**src/rtl/booth_pkg.sv**
```systemverilog
// Shared types and helpers for the sequential Booth multiplier.
// BOOTH_RADIX4_EN selects radix-4 recoding; radix-2 is used when it is undefined.
package booth_pkg;

   typedef enum logic [1:0] {
      IDLE = 2'd0,
      RUN  = 2'd1,
      DONE = 2'd2
   } booth_state_e;

   typedef enum logic [2:0] {
      OP_NOP    = 3'd0,
      OP_ADD_M  = 3'd1,
      OP_SUB_M  = 3'd2,
      OP_ADD_2M = 3'd3,
      OP_SUB_2M = 3'd4
   } booth_op_e;

`ifdef BOOTH_RADIX4_EN
   localparam int BOOTH_SHIFT = 2;
`else
   localparam int BOOTH_SHIFT = 1;
`endif

   function automatic int booth_iter(input int width);
`ifdef BOOTH_RADIX4_EN
      return width / 2 + 1;
`else
      return width + 1;
`endif
   endfunction

   // Radix-4 table on {q1,q0,q-1}; radix-2 reuses it by feeding {q0,q0,q-1}.
   function automatic booth_op_e booth_recode(input logic [2:0] bits);
      booth_op_e op;
      case (bits)
         3'b000:  op = OP_NOP;
         3'b001:  op = OP_ADD_M;
         3'b010:  op = OP_ADD_M;
         3'b011:  op = OP_ADD_2M;
         3'b100:  op = OP_SUB_2M;
         3'b101:  op = OP_SUB_M;
         3'b110:  op = OP_SUB_M;
         3'b111:  op = OP_NOP;
         default: op = OP_NOP;
      endcase
      return op;
   endfunction

endpackage

```
**src/rtl/booth_digit_sel.sv**
```systemverilog
// Combinational Booth digit selection: recode bits and extended M in,
// positive-form addend (0, M or 2M) plus a subtract flag out.
module booth_digit_sel
   import booth_pkg::*;
#(
   parameter int AW = 11
) (
   input  logic [2:0]    recode_i,
   input  logic [AW-1:0] m_ext_i,
   output logic [AW-1:0] addend_o,
   output logic          sub_o
);

   booth_op_e op_s;

   // Map the recoded digit onto an addend magnitude and a subtract request.
   always_comb begin
      op_s     = booth_recode(recode_i);
      addend_o = {AW{1'b0}};
      sub_o    = 1'b0;
      case (op_s)
         OP_NOP: begin
            addend_o = {AW{1'b0}};
            sub_o    = 1'b0;
         end
         OP_ADD_M: begin
            addend_o = m_ext_i;
            sub_o    = 1'b0;
         end
         OP_SUB_M: begin
            addend_o = m_ext_i;
            sub_o    = 1'b1;
         end
         OP_ADD_2M: begin
            addend_o = {m_ext_i[AW-2:0], 1'b0};
            sub_o    = 1'b0;
         end
         OP_SUB_2M: begin
            addend_o = {m_ext_i[AW-2:0], 1'b0};
            sub_o    = 1'b1;
         end
         default: begin
            addend_o = {AW{1'b0}};
            sub_o    = 1'b0;
         end
      endcase
   end

endmodule

```
**src/rtl/booth_seq_mult.sv**
```systemverilog
// Sequential Booth multiplier, one recoding step per clock, signed or unsigned.
// Radix-4 when BOOTH_RADIX4_EN is defined, radix-2 otherwise; results are identical.
module booth_seq_mult
   import booth_pkg::*;
#(
   parameter int WIDTH = 8
) (
   input  logic               clk,
   input  logic               rst_n,
   input  logic               start,
   input  logic               signed_mode,
   input  logic [WIDTH-1:0]   multiplicand,
   input  logic [WIDTH-1:0]   multiplier,
   output logic               busy,
   output logic               done,
   output logic [2*WIDTH-1:0] product
);

   localparam int ITER = booth_iter(WIDTH);
   // Accumulator is WIDTH+3 so that +/-2M of a (WIDTH+2)-bit operand never overflows.
   localparam int AW   = WIDTH + 3;
   localparam int QW   = BOOTH_SHIFT * ITER;
   localparam int RW   = AW + QW + 1;
   localparam int CW   = $clog2(ITER + 1);

   booth_state_e       state_q;
   logic [AW-1:0]      m_q;
   logic [AW-1:0]      acc_q;
   logic [QW-1:0]      q_q;
   logic               qm1_q;
   logic [CW-1:0]      cnt_q;
   logic               busy_q;
   logic               done_q;
   logic [2*WIDTH-1:0] product_q;

   logic [AW-1:0]      m_ext_s;
   logic [QW-1:0]      q_ext_s;
   logic [2:0]         recode_s;
   logic [AW-1:0]      addend_s;
   logic               sub_s;
   logic [AW-1:0]      sum_s;
   logic [RW-1:0]      shifted_s;
   logic [AW-1:0]      acc_d;
   logic [QW-1:0]      q_d;
   logic               qm1_d;
   logic [2*WIDTH-1:0] result_s;

   assign m_ext_s = {{(AW-WIDTH){signed_mode & multiplicand[WIDTH-1]}}, multiplicand};
   assign q_ext_s = {{(QW-WIDTH){signed_mode & multiplier[WIDTH-1]}}, multiplier};

`ifdef BOOTH_RADIX4_EN
   assign recode_s = {q_q[1:0], qm1_q};
`else
   assign recode_s = {q_q[0], q_q[0], qm1_q};
`endif

   booth_digit_sel #(
      .AW (AW)
   ) u_digit_sel (
      .recode_i (recode_s),
      .m_ext_i  (m_q),
      .addend_o (addend_s),
      .sub_o    (sub_s)
   );

   // Two's-complement subtract folds the +1 into the carry-in position.
   assign sum_s     = acc_q + (addend_s ^ {AW{sub_s}}) + {{(AW-1){1'b0}}, sub_s};
   assign shifted_s = $signed({sum_s, q_q, qm1_q}) >>> BOOTH_SHIFT;
   assign acc_d     = shifted_s[RW-1 -: AW];
   assign q_d       = shifted_s[QW:1];
   assign qm1_d     = shifted_s[0];
   assign result_s  = shifted_s[2*WIDTH:1];

   // Control FSM with the Booth datapath registers and registered outputs.
   always_ff @(posedge clk or negedge rst_n) begin
      if (!rst_n) begin
         state_q   <= IDLE;
         m_q       <= {AW{1'b0}};
         acc_q     <= {AW{1'b0}};
         q_q       <= {QW{1'b0}};
         qm1_q     <= 1'b0;
         cnt_q     <= {CW{1'b0}};
         busy_q    <= 1'b0;
         done_q    <= 1'b0;
         product_q <= {(2*WIDTH){1'b0}};
      end else begin
         case (state_q)
            IDLE, DONE: begin
               done_q <= 1'b0;
               if (start) begin
                  state_q <= RUN;
                  busy_q  <= 1'b1;
                  m_q     <= m_ext_s;
                  acc_q   <= {AW{1'b0}};
                  q_q     <= q_ext_s;
                  qm1_q   <= 1'b0;
                  cnt_q   <= CW'(ITER);
               end else begin
                  state_q <= IDLE;
                  busy_q  <= 1'b0;
               end
            end
            RUN: begin
               acc_q <= acc_d;
               q_q   <= q_d;
               qm1_q <= qm1_d;
               cnt_q <= cnt_q - CW'(1);
               if (cnt_q == CW'(1)) begin
                  state_q   <= DONE;
                  busy_q    <= 1'b0;
                  done_q    <= 1'b1;
                  product_q <= result_s;
               end else begin
                  state_q <= RUN;
                  busy_q  <= 1'b1;
               end
            end
            default: begin
               state_q <= IDLE;
               busy_q  <= 1'b0;
               done_q  <= 1'b0;
            end
         endcase
      end
   end

   assign busy    = busy_q;
   assign done    = done_q;
   assign product = product_q;

endmodule

```
**config.mk**
```make
export PLATFORM = sky130hd
export DESIGN_NAME = booth_seq_mult
export DESIGN_NICKNAME = d
export VERILOG_FILES = /design/src/rtl/booth_pkg.sv /design/src/rtl/booth_digit_sel.sv /design/src/rtl/booth_seq_mult.sv
export SDC_FILE = /design/constraint.sdc
export NUM_CORES = 1
export LEC_CHECK = 0
export CORE_ASPECT_RATIO = 1.75
export CORE_MARGIN = 10
export CORE_UTILIZATION = 50
export CTS_CLUSTER_SIZE = 28
export DETAILED_ROUTE_END_ITERATION = 12
export PLACE_DENSITY = 0.84
export SETUP_SLACK_MARGIN = 0.3
export SYNTH_ARGS = -nofsm -noshare
export SYNTH_HDL_FRONTEND = slang
export SYNTH_SLANG_ARGS = --single-unit
```
**constraint.sdc**
```tcl
create_clock -name clk -period 3.98 [get_ports clk]
set_input_delay 0.796 -clock clk [delete_from_list [all_inputs] [get_ports clk]]
set_output_delay 0.796 -clock clk [all_outputs]
set_load 0.02 [all_outputs]
```
==> results by group, run 1 <==
STA
  • F_max: between 300 and 400 MHz
  • Final Hold Viols: 0
  • Crit path time final: between 3 and 4 ns
  • Least-Margin Pin Slew: 1.21 ns
  • Fin crit share: 0.754
  • Worst-case headroom to the max-slew limit: 0.187
  • Final Slew Violations: 0
  • Final setup vio count: 0
  • Layout Skew: 0.00483 ns
  • WHS: 0.490 ns
  • Unrepaired setup endpoints after global routing: false
  • Setup TNS: 0 ns

Power
  • P per Cell Area: 1060 mW/mm^2
  • Pleak: 1.52 nW
  • Max VDD drop: 501 uV

Logic synthesis
  • Avg Inst Size Synth: slightly above 9 sq um
  • Commonest cells in the netlist: 80 x nand2_1, 52 x dfrtp_1, 18 x a21oi_1
  • Number of synthesized flops with an enable pin: 0
  • Post-synthesis mux area share: 0.0308
  • Count leader, synth: nand2_1
  • YS warnings: 0
  • Mapped Nets: 333
  • Synth top area share: 0.471
  • Synth Area in Compound Gates: 0.166
  • #FFs+latches synth: 52
  • Main combinational cell family by area after synthesis: simple AND/OR/NAND/NOR gates
  • Post-synth top flop: dfrtp_1
  • Post-synthesis simple-gate area fraction: 0.209
  • Cells after Synth: 298
  • Post-Synth Adder-Cell Area: 0.0707
  • Ys async rst share: 1.00
  • Dominant cell type by area after synthesis: dfrtp_1
  • Post-Synth XOR/XNOR Area: 0.0222
  • Top post-synthesis cells by area: dfrtp_1 47%, nand2_1 11%, ha_1 6.3%, a21oi_1 3.3%, o21ai_0 2.4%
  • Sequential-to-total area share from yosys stat: 0.471
  • Post-Syn Area: 0.00276 sq mm
  • Synth cell types: 43

Clock network
  • CTS tree: built
  • Inserted Clock Buffers: 5
  • Clk sinks: 52
  • Max Root-Sink Buffers: 2
  • Setup bufs post-CTS: 0
  • Clk_lat worst skew: 0.30 ns
  • CTS Hold Buffers Added: 0
  • Post-cts resize count: 0
  • Clock root cell: clkbuf_8
  • Htree depth: 2
  • Clk slew on worst S/H paths: 0.09 ns

Setup path
  • Delay-heaviest family, CP: simple AND/OR/NAND/NOR gates
  • FF-to-FF setup slack: 0.98 ns
  • Worst setup path class: flop to flop
  • CP bufs+invs: 1
  • Crit path cell chain: inv_1 > ha_1 > nand2b_1 > o22a_1 > ha_1 > nand2_1 > mux2i_1 > a211oi_4 > or4_2 > nand3_1
  • Critical Path End Type: flop
  • Worst EP required: between 4 and 5 ns
  • Most used cell, CP: ha_1
  • Max stage delay on crit path: ~0.56 ns
  • Crit path DAT: about 3.2 ns
  • CP Max Fanout: 11
  • CP max stage cell: or4_2
  • Critical path launch point type: flop

GRT
  • First-pass GRT wire length: 11.2 mm
  • Initial antenna violation count: 0
  • Number of global-route vias before repair: 2363
  • Grt ovf: 0
  • Largest net degree at the start of global routing: 31
  • GRT Total Usage: 0.145

Layout
  • Fraction of layout instances using a drive strength above 1: 0.0693
  • Finished Layout Cells: 406
  • Final nets: 366
  • ANT cells: 0
  • Final core utilization: 0.622
  • Area growth syn-to-layout: 19.4%

Floorplanning
  • Die height: 118 um
  • FP Rows: 35
  • Core area: 0.00530 sq mm
  • Die Span X: ~76 um
  • Initial Util: 0.521
  • Ports: 38
  • Die area: 0.00901 sq mm

Route
  • Wire length per cell: 15.6 um
  • DR iter-0 viols: ~110
  • Post-route DRC: 0
  • Via Count: 2252
  • DRT Wirelength: around 6.3 mm
  • Detail Route Antenna Nets: 0
  • Drt first pass iters: 4
  • Vias per cell: 5.55

Place
  • DP Wirelength: 4.63 mm
  • Port Buffers: 37
  • GP Congestion: between 0.8 and 0.9
  • Placed Cells incl. Taps: 398

Outcome
  • Outcome: finished clean

Job
  • Number of max-cap violations: 0

Hold path
  • Hold WC Path Type: flop to flop
[power breakdown]
group / total (mW) / leakage [nW] / switching, mW / internal [mW]
logic: 2.15 / 0.820 / 1.21 / 0.947
registers: 0.985 / 0.641 / 0.190 / 0.795
clock network: 0.361 / 0.0552 / 0.174 / 0.187
[layer usage]
layer,GRT usage,up-vias,routed length [um]
met2,0.252,42,3260
li1,-,1094,-
met1,0.169,1111,2740
met3,0.0372,5,277
met5,0,-,0
met4,0.0479,0,66
[area by class of cell]
cell class | instances | area, sq um
clock buffers | 6 | 72.6
multi-input cells | 225 | 1380
fillers | 452 | 2000
inverters | 7 | 26.3
clock inverters | 2 | 35.0
repair buffers | 40 | 388
flip-flops and latches | 52 | 1300
well taps | 74 | 92.6
[tightest hold or removal path, delay by kind of cell, from the launching register on]
kind,cells,cell delay [ns]
flip-flops,1,0.36
AND/OR/NAND/NOR,2,0.11
[flip-flops by register name, summed over array words and instances, names as in the netlist]
register / cells
acc_q: 10
cnt_q: 4
done: 1
product: 16
m_q: 9
state_q: 2
q_q: 9
qm1_q: 1
[stage by stage]
stage | instance area, sq um | total power [mW] | setup WS [ns]
finish | 3300 | 3.50 | 0.979
global route | 3300 | 3.84 | 0.613
CTS | 3300 | 3.51 | 0.967
detailed placement | 3190 | 3.13 | 1.00
global placement | 3190 | 3.06 | 1.06
floorplan | 2760 | 2.56 | 1.19
[cell usage in the layout, fill, tap and decap left out, types with 3 or more instances in the layout]
cell type	instances
a21oi_1	18
a22o_1	3
a22oi_1	7
and3_1	4
buf_4	3
clkbuf_8	5
clkdlybuf4s50_1	36
dfrtp_1	52
ha_1	14
inv_1	7
mux2_2	4
mux2i_1	4
nand2_1	80
nand2b_1	7
nand3_1	5
nor2_1	9
nor2b_1	8
nor3_1	5
o21ai_0	13
o22a_1	7
xnor2_1	6
[cells by family after synthesis]
logic type / Yosys count
compound gates: 67
fa+ha+maj: 15
xor+xnor: 7
buf+inv: 21
simple gates: 128
mux: 8
flops: 52
[worst paths after layout]
path	cells past startpoint	endpoint	start
setup / recovery	10	acc_q[6]$_DFFE_PN0P_	q_q[0]$_DFFE_PN0P_
hold / removal	2	product[5]$_DFFE_PN0P_	product[5]$_DFFE_PN0P_
setup reg to reg	10	acc_q[6]$_DFFE_PN0P_	q_q[0]$_DFFE_PN0P_
hold reg to reg	2	product[5]$_DFFE_PN0P_	product[5]$_DFFE_PN0P_
max in group asynchronous	2	q_q[4]$_DFFE_PN0P_	rst_n
min in group asynchronous	1	q_q[7]$_DFFE_PN0P_	rst_n
No activity file was read; power rests on OpenSTA's default activity.
==> run 2, diff against run 1 <==
Clock period 3.98 ns to 2.9 ns, I/O delays scaled along.
==> run 2 against run 1 <==
Utilization grew 3.8 points. Register-to-register slack lost 0.65 ns. Wire length rose by 10%. Non-clock buffer count is 7 higher. Highest routed layer unchanged.
==> results by group, run 2 (synthesis results as in run 1) <==
Setup path
  • FF-to-FF setup slack: 0.33 ns (-0.65 ns)
  • Worst reg2reg startpoint: qm1_q$_DFFE_PN0P_
  • Worst setup path class: flop to flop
  • Max stage delay on crit path: 0.45 ns (-0.11 ns)
  • Crit path DAT: 2.79 ns (-0.45 ns)
  • CP startpoint: qm1_q$_DFFE_PN0P_
  • Crit path cell chain: inv_1 > ha_2 > nand2b_4 > o22a_1 > ha_4 > and3_1 > a211oi_4 > xnor2_2 > mux2_2
  • CP max stage cell: dfrtp_2
  • Critical path launch point type: flop
  • Worst Setup EP: product[13]$_DFFE_PN0P_
  • CP Max Fanout: 8 (-3)
  • Worst EP required: 3.12 ns (-1.10 ns)
  • Worst r2r path cells: 9 (-1)
  • RR Endpoint: product[13]$_DFFE_PN0P_
  • Critical Path End Type: flop

Clock network
  • Max Root-Sink Buffers: 2 (unchanged)
  • Htree depth: 2 (unchanged)
  • Clk sinks: 52 (unchanged)
  • CTS Hold Buffers Added: 0 (unchanged)
  • CTS tree: built
  • Clk_lat worst skew: 0.32 ns (+0.02 ns)
  • Inserted Clock Buffers: 5 (unchanged)
  • Clock root cell: clkbuf_8
  • Clk slew on worst S/H paths: 0.10 ns (about the same)

Layout
  • Register area: 0.00130 sq mm (about the same)
  • Commonest non-fill, non-tap cell in the layout: nand2_1
  • # fillers: 420 (-7.1%)
  • Finished Layout Cells: 413 (+1.7%)
  • Area growth syn-to-layout: 26.6%
  • Fraction of layout instances using a drive strength above 1: 0.150 (+0.0812)
  • Most frequent cells in the layout: 80 x nand2_1, 51 x dfrtp_1, 36 x clkdlybuf4s50_1
  • Area of the multi-input gates: 0.00152 sq mm (+10%)
  • Max reg flops: 16 (unchanged)
  • Final nets: 373 (+1.9%)
  • ANT cells: 0 (unchanged)

Hold path
  • Hold WC Path Type: primary input to async pin

GRT
  • GRT Total Usage: 0.152 (+0.00704)
  • Grt ovf: 0 (unchanged)
  • Initial antenna violation count: 0 (unchanged)
  • First-pass GRT wire length: 11.4 mm (+2.0%)
  • Number of global-route vias before repair: 2337 (-1.1%)
  • Largest net degree at the start of global routing: 53 (+71%)

STA
  • Final Slew Violations: 0 (unchanged)
  • Least-Margin Pin Slew: 1.33 ns (+0.111 ns)
  • Crit path time final: 2.57 ns (-0.426 ns)
  • Final setup vio count: 0 (unchanged)
  • Worst-case headroom to the max-slew limit: 0.113 (-0.0745)
  • Final Hold Viols: 0 (unchanged)
  • Setup TNS: 0 ns (unchanged)
  • Layout Skew: 0.00671 ns (+0.00189 ns)
  • Fin crit share: 0.888 (+0.134)
  • Unrepaired setup endpoints after global routing: true
  • F_max: 388 MHz (+17%)

Route
  • DRT Wirelength: 6.98 mm (+10%)
  • Detail Route Antenna Nets: 0 (unchanged)
  • DR iter-0 viols: 161 (+53%)
  • Drt first pass iters: 4 (unchanged)
  • Via Count: 2321 (+3.1%)
  • Post-route DRC: 0 (unchanged)
  • Vias per cell: 5.62 (+1.3%)
  • Wire length per cell: 16.9 um (+8.2%)

Place
  • Placed Cells incl. Taps: 402 (+1.0%)
  • GP Congestion: 0.909 (+2.9%)
  • DP Wirelength: 4.84 mm (+4.5%)
  • Port Buffers: 37 (unchanged)

Floorplanning
  • Initial Util: 0.521 (unchanged)
  • Die area: 0.00901 sq mm (unchanged)
  • Core area: 0.00530 sq mm (unchanged)
  • FP Rows: 35 (unchanged)
  • Die height: 118 um (unchanged)
  • Ports: 38 (unchanged)
  • Die Span X: 76.2 um (unchanged)

Job
  • Number of max-cap violations: 0 (unchanged)

Outcome
  • Outcome: finished clean
run 2: repair_timing:
| item | 4_1_cts | 5_1_grt |
|---|---|---|
| pin swaps | 1 | 8 |
| gates resized for setup | 12 | 15 |
| setup buffers | 2 | 1 |
| setup endpoints to repair | 10 | 9 |
run 2: worst min path at each step:
stage / start / end / slack [ns] / cells after the start
global route: rst_n / done$_DFFE_PN0N_ / 0.43 / 2
finish: rst_n / done$_DFFE_PN0N_ / 0.36 / 2
detailed placement: product[4]$_DFFE_PN0P_ / product[4]$_DFFE_PN0P_ / 0.47 / 2
floorplan: rst_n / acc_q[0]$_DFFE_PN0P_ / 0.28 / 0
global placement: product[6]$_DFFE_PN0P_ / product[6]$_DFFE_PN0P_ / 0.46 / 2
CTS: rst_n / m_q[0]$_DFFE_PN0P_ / 0.39 / 2
run 2: routing by layer:
| layer | GRT usage | share of wire | vias up |
|---|---|---|---|
| met1 | 0.169 | 0.40 | 1137 |
| met4 | 0.0619 | 0.018 | 0 |
| met3 | 0.0258 | 0.032 | 13 |
| met5 | 0 | 0 | - |
| met2 | 0.278 | 0.55 | 62 |
| li1 | - | - | 1109 |
run 2: worst max-delay path, delay by kind of cell (launching register included):
| kind | cells | cell delay (ns) |
|---|---|---|
| buf+inv | 1 | 0.07 |
| xor+xnor | 1 | 0.14 |
| mux | 1 | 0.27 |
| fa+ha+maj | 2 | 0.55 |
| simple gates | 2 | 0.31 |
| compound gates | 2 | 0.67 |
| flops | 1 | 0.45 |
run 2: stage by stage:
stage	hold slack, ns	utilization	setup WS (ns)	cell area, sq um
after floorplan	0.284	-	0.243	2770
after global placement	0.463	0.609	0.180	3230
after detailed placement	0.470	0.609	0.0751	3230
after CTS	0.387	0.646	0.307	3420
after global routing	0.426	0.660	0.251	3500
final	0.365	0.660	0.325	3500
run 2: final cells by class:
| cell class | count | share of cell area |
|---|---|---|
| clock buffer | 5 | 0.0197 |
| clock inverter | 3 | 0.0132 |
| inverter | 7 | 0.00752 |
| multi-input combinational | 225 | 0.435 |
| sequential | 52 | 0.373 |
| tap | 74 | 0.0265 |
| timing repair buffer | 47 | 0.126 |
Power of run 2 is not shown: default switching activity piles up to over one toggle a cycle in this logic, so the estimate is an artifact.
==> edit 1: new RTL, config.mk and constraints of run 2 <==
Re-encode `booth_state_e` (3 states) as one-hot, 3 bits wide.
--- a/src/rtl/booth_pkg.sv
+++ b/src/rtl/booth_pkg.sv
@@ -2,10 +2,10 @@
 // BOOTH_RADIX4_EN selects radix-4 recoding; radix-2 is used when it is undefined.
 package booth_pkg;
 
-   typedef enum logic [1:0] {
-      IDLE = 2'd0,
-      RUN  = 2'd1,
-      DONE = 2'd2
+   typedef enum logic [2:0] {
+      IDLE = 3'b001,
+      RUN  = 3'b010,
+      DONE = 3'b100
    } booth_state_e;
 
    typedef enum logic [2:0] {
Function: no difference found for any inputs over 10 cycles, from zero or initial values and one cycle with rst_n low; not proved beyond that.
==> edit 1 against run 2 <==
  * Fmax grew 0.71%
  * Design area grew 3.9%
  * Routed wire length grew 0.76%
  * Setup slack gained 0.018 ns
  * Sequential share of layout area shrank 0.70 points
  * Sequential cell count grew 1
  * Synthesized area grew 3.1%
  * Critical path type unchanged
  * Largest cell class unchanged
  * Highest routed layer unchanged
==> edit 1: results (changes against run 2) <==
[metrics] reg2reg start: q_q[0]
[metrics] Max Fanout on Critical Path: 5 (-3)
[metrics] pin count of the biggest net entering global routing: 54 (+1.9%)
[metrics] area of placed instances: 3340 µm² (+3.4%)
[metrics] reg-to-reg setup timing slack: 0.34 ns (+0.02 ns)
[metrics] reg-to-reg critical path endpoint: acc_q[5]
[metrics] Cell Count, Final, Fillers Out: 392 (-5.1%)
[metrics] worst slack on hold paths: 0.376 ns (+0.0111 ns)
[metrics] share of layout cells above drive strength 1: 23.1% (+8.1 points)
[metrics] met2 routed wirelength: 3.81 mm (-0.52%)
[metrics] post-synthesis share of cell area spent on xor and xnor gates: 3.08% (+0.86 points)
[metrics] met2 routing resource usage after global routing: 25.9% (-1.9 points)
[metrics] largest stage delay on the critical path: 0.41 ns (-0.04 ns)
[metrics] share of cell area taken by muxes after synthesis: 11.8% (+8.7 points)
[metrics] number of setup buffers added after CTS: 6 (+4)
[metrics] Placed Instances: 374 (-7.0%)
[metrics] status: finished, final reports clean
[metrics] WL/cell: 17.9 µm (+6.2%)
[metrics] pre-CTS setup slack: 0.234 ns (+0.159 ns)
[metrics] final weighted congestion of routability-driven global placement: 0.883 (-2.8%)
[metrics] DR vias/cell: 5.71 (+1.5%)
[metrics] ranking of synthesized cells by instance count: sky130_fd_sc_hd__dfrtp_1, sky130_fd_sc_hd__nand2_1, sky130_fd_sc_hd__o21ai_0
[metrics] metal3 WL: 205 µm (-7.7%)
[metrics] number of instances resized during post-cts repair: 11 (-1)
[metrics] first-pass GRT wire length: 11.3 mm (-1.2%)
[metrics] net total in the final layout: 350 (-6.2%)
[metrics] synthesized netlist net count: 303 (-9.0%)
[metrics] total global routing track utilization: 14.9% (-0.37 points)
[metrics] setup skew after layout: 0.00481 ns (-0.00190 ns)
[metrics] final worst path period need: 2.56 ns (-0.0181 ns)
[metrics] met1 GRT Util: 16.2% (-0.62 points)
[metrics] post-synthesis compound-gate area fraction: 16.1% (-0.55 points)
[metrics] HPWL Detailed: 4.85 mm (+0.15%)
[metrics] number of global-route vias before repair: 2328 (-0.39%)
[metrics] count of cells along the worst register-to-register path: 13 (+4)
[metrics] share of synthesized area occupied by flip-flops and latches: 46.6% (-0.51 points)
[metrics] DRT iter0 DRCs: 136 (-16%)
-- edit 1: changes by cell type after synthesis, moves of 4 or more --
cell | before | now
sky130_fd_sc_hd__nor3_1 | 5 | 1
sky130_fd_sc_hd__mux2_2 | 4 | 18
sky130_fd_sc_hd__mux2i_1 | 4 | 12
sky130_fd_sc_hd__nor2_1 | 9 | 5
sky130_fd_sc_hd__a21oi_1 | 18 | 13
sky130_fd_sc_hd__o21ai_0 | 13 | 22
sky130_fd_sc_hd__a22oi_1 | 7 | 0
sky130_fd_sc_hd__inv_1 | 7 | 13
sky130_fd_sc_hd__nand2_1 | 80 | 29
sky130_fd_sc_hd__clkbuf_1 | 12 | 8
sky130_fd_sc_hd__nand2b_1 | 7 | 3
-- edit 1: layout make-up --
type                            instances  area [µm²]
Tap cell                               76        95.1
Sequential cell                        53        1330
Inverter                               13        48.8
Clock buffer                            6        82.6
Clock inverter                          2        17.5
Fill cell                             422        1910
Multi-Input combinational cell        189        1570
Timing Repair Buffer                   53         485
==> edit 2: new RTL, settings of run 2 <==
Made on the original files. Add a define of `BOOTH_RADIX4_EN`.
--- a/src/rtl/booth_pkg.sv
+++ b/src/rtl/booth_pkg.sv
@@ -1,5 +1,7 @@
 // Shared types and helpers for the sequential Booth multiplier.
 // BOOTH_RADIX4_EN selects radix-4 recoding; radix-2 is used when it is undefined.
+`define BOOTH_RADIX4_EN
+
 package booth_pkg;
 
    typedef enum logic [1:0] {
Formal check against the unedited RTL: not equivalent (a bounded check fails within 10 cycles, from zero or initial values and one cycle with rst_n low).
==> edit 2 against run 2 <==
  * The run now ends with negative setup slack left
  * Setup slack worse by 0.34 ns
  * Routed wire length up 11%
  * Fmax shrank 12%
  * Design area is 5.9% higher
  * Sequential cell count is 1 lower
  * Via count up 8.3%
  * Synthesized area rose by 3.4%
Power is left out: the tool's default activity adds up to more than one toggle a clock period on the data nets, which glitch-free logic cannot reach.
==> edit 2: results (changes against run 2) <==
[metrics] violations in the final reports: negative setup slack
[metrics] total global routing track utilization: 16.4% (+1.1 points)
[metrics] leading cell types by total area after synthesis: sky130_fd_sc_hd__dfrtp_1, sky130_fd_sc_hd__nand2_1, sky130_fd_sc_hd__ha_1
[metrics] share of layout cells above drive strength 1: 18.8% (+3.8 points)
[metrics] max_slew headroom: 23.7% (+12 points)
[metrics] DR vias/cell: 5.67 (+0.98%)
[metrics] least setup slack across all paths after layout: -0.0126 ns (-0.338 ns)
[metrics] net total in the final layout: 402 (+7.8%)
[metrics] DRT iter0 DRCs: 173 (+7.5%)
[metrics] length of the first detailed-routing pass in iterations: 5 (+1)
[metrics] pin count of the biggest net entering global routing: 52 (-1.9%)
[metrics] setup skew after layout: 0.0106 ns (+0.00390 ns)
[metrics] first-pass GRT wire length: 12.4 mm (+8.8%)
[metrics] area of placed instances: 3400 µm² (+5.2%)
[metrics] ranking of synthesized cells by instance count: sky130_fd_sc_hd__nand2_1, sky130_fd_sc_hd__dfrtp_1, sky130_fd_sc_hd__o21ai_0
[metrics] final setup vio count: 3 (+3)
[metrics] number of global-route vias before repair: 2562 (+9.6%)
[metrics] synthesized netlist net count: 350 (+5.1%)
[metrics] status: complete, but fails checks
[metrics] share of synthesized area occupied by flip-flops and latches: 44.7% (-2.4 points)
[metrics] count of cells along the worst register-to-register path: 12 (+3)
[metrics] WL/cell: 17.5 µm (+3.8%)
[metrics] Max Fanout on Critical Path: 7 (-1)
[metrics] post-synth cell types: 48 (+12%)
[metrics] termination of the worst setup path: acc_q[7]
[metrics] Placed Instances: 425 (+5.7%)
[edit 2: repair_timing]
item | CTS | global route
gates resized for setup | 18 | 15
endpoints found under the hold margin | 0 | 0
endpoints found under the setup margin | 13 | 15
setup buffers | 9 | 1
pin swaps | 22 | 9
[edit 2: logic make-up (layout without fill, tap and decap cells)]
logic type | count (synthesis) | after routing | synth area share (%)
AO/OA/AOI/OAI | 72 | 72 | 16.8
flip-flops | 51 | 51 | 44.7
XOR/XNOR | 15 | 15 | 4.86
buffers and inverters | 23 | 76 | 3.99
multiplexers | 2 | 2 | 1.14
AND/OR/NAND/NOR | 135 | 135 | 21.3
adder cells (fa/ha/maj) | 16 | 16 | 7.27
[edit 2: how the worst min path moves through the flow]
stage,start,end,cells after the start,slack [ns]
finish,rst_n,m_q[3],2,0.36
global route,rst_n,m_q[3],2,0.40
CTS,rst_n,cnt_q[1],2,0.40
detailed placement,product[5],product[5],2,0.46
global placement,product[6],product[6],2,0.46
floorplan,rst_n,acc_q[0],0,0.28
[edit 2: layout make-up]
cell class | count | share of cell area [%]
clock buffers | 5 | 1.86
repair buffers | 57 | 14.1
inverters | 11 | 1.12
clock inverters | 3 | 0.743
flip-flops and latches | 51 | 34.5
multi-input cells | 240 | 45.1
well taps | 76 | 2.57
[edit 2: through the flow]
| stage | TNS [ns] | setup slack (ns) |
|---|---|---|
| final | -0.0224 | -0.0126 |
| after global routing | -1.46 | -0.198 |
| after CTS | 0 | 0.0438 |
| after detailed placement | -0.179 | -0.0617 |
| after global placement | 0 | 0.0653 |
| after floorplan | 0 | 0.147 |
[edit 2: routing by layer]
layer  share of wire [%]  track usage, %  vias up
met5                   0               0        -
met4                 4.4            9.86        0
met3                 4.0            3.06       28
met2                  55            29.5       66
met1                  36            16.9     1233
li1                    -               -     1187
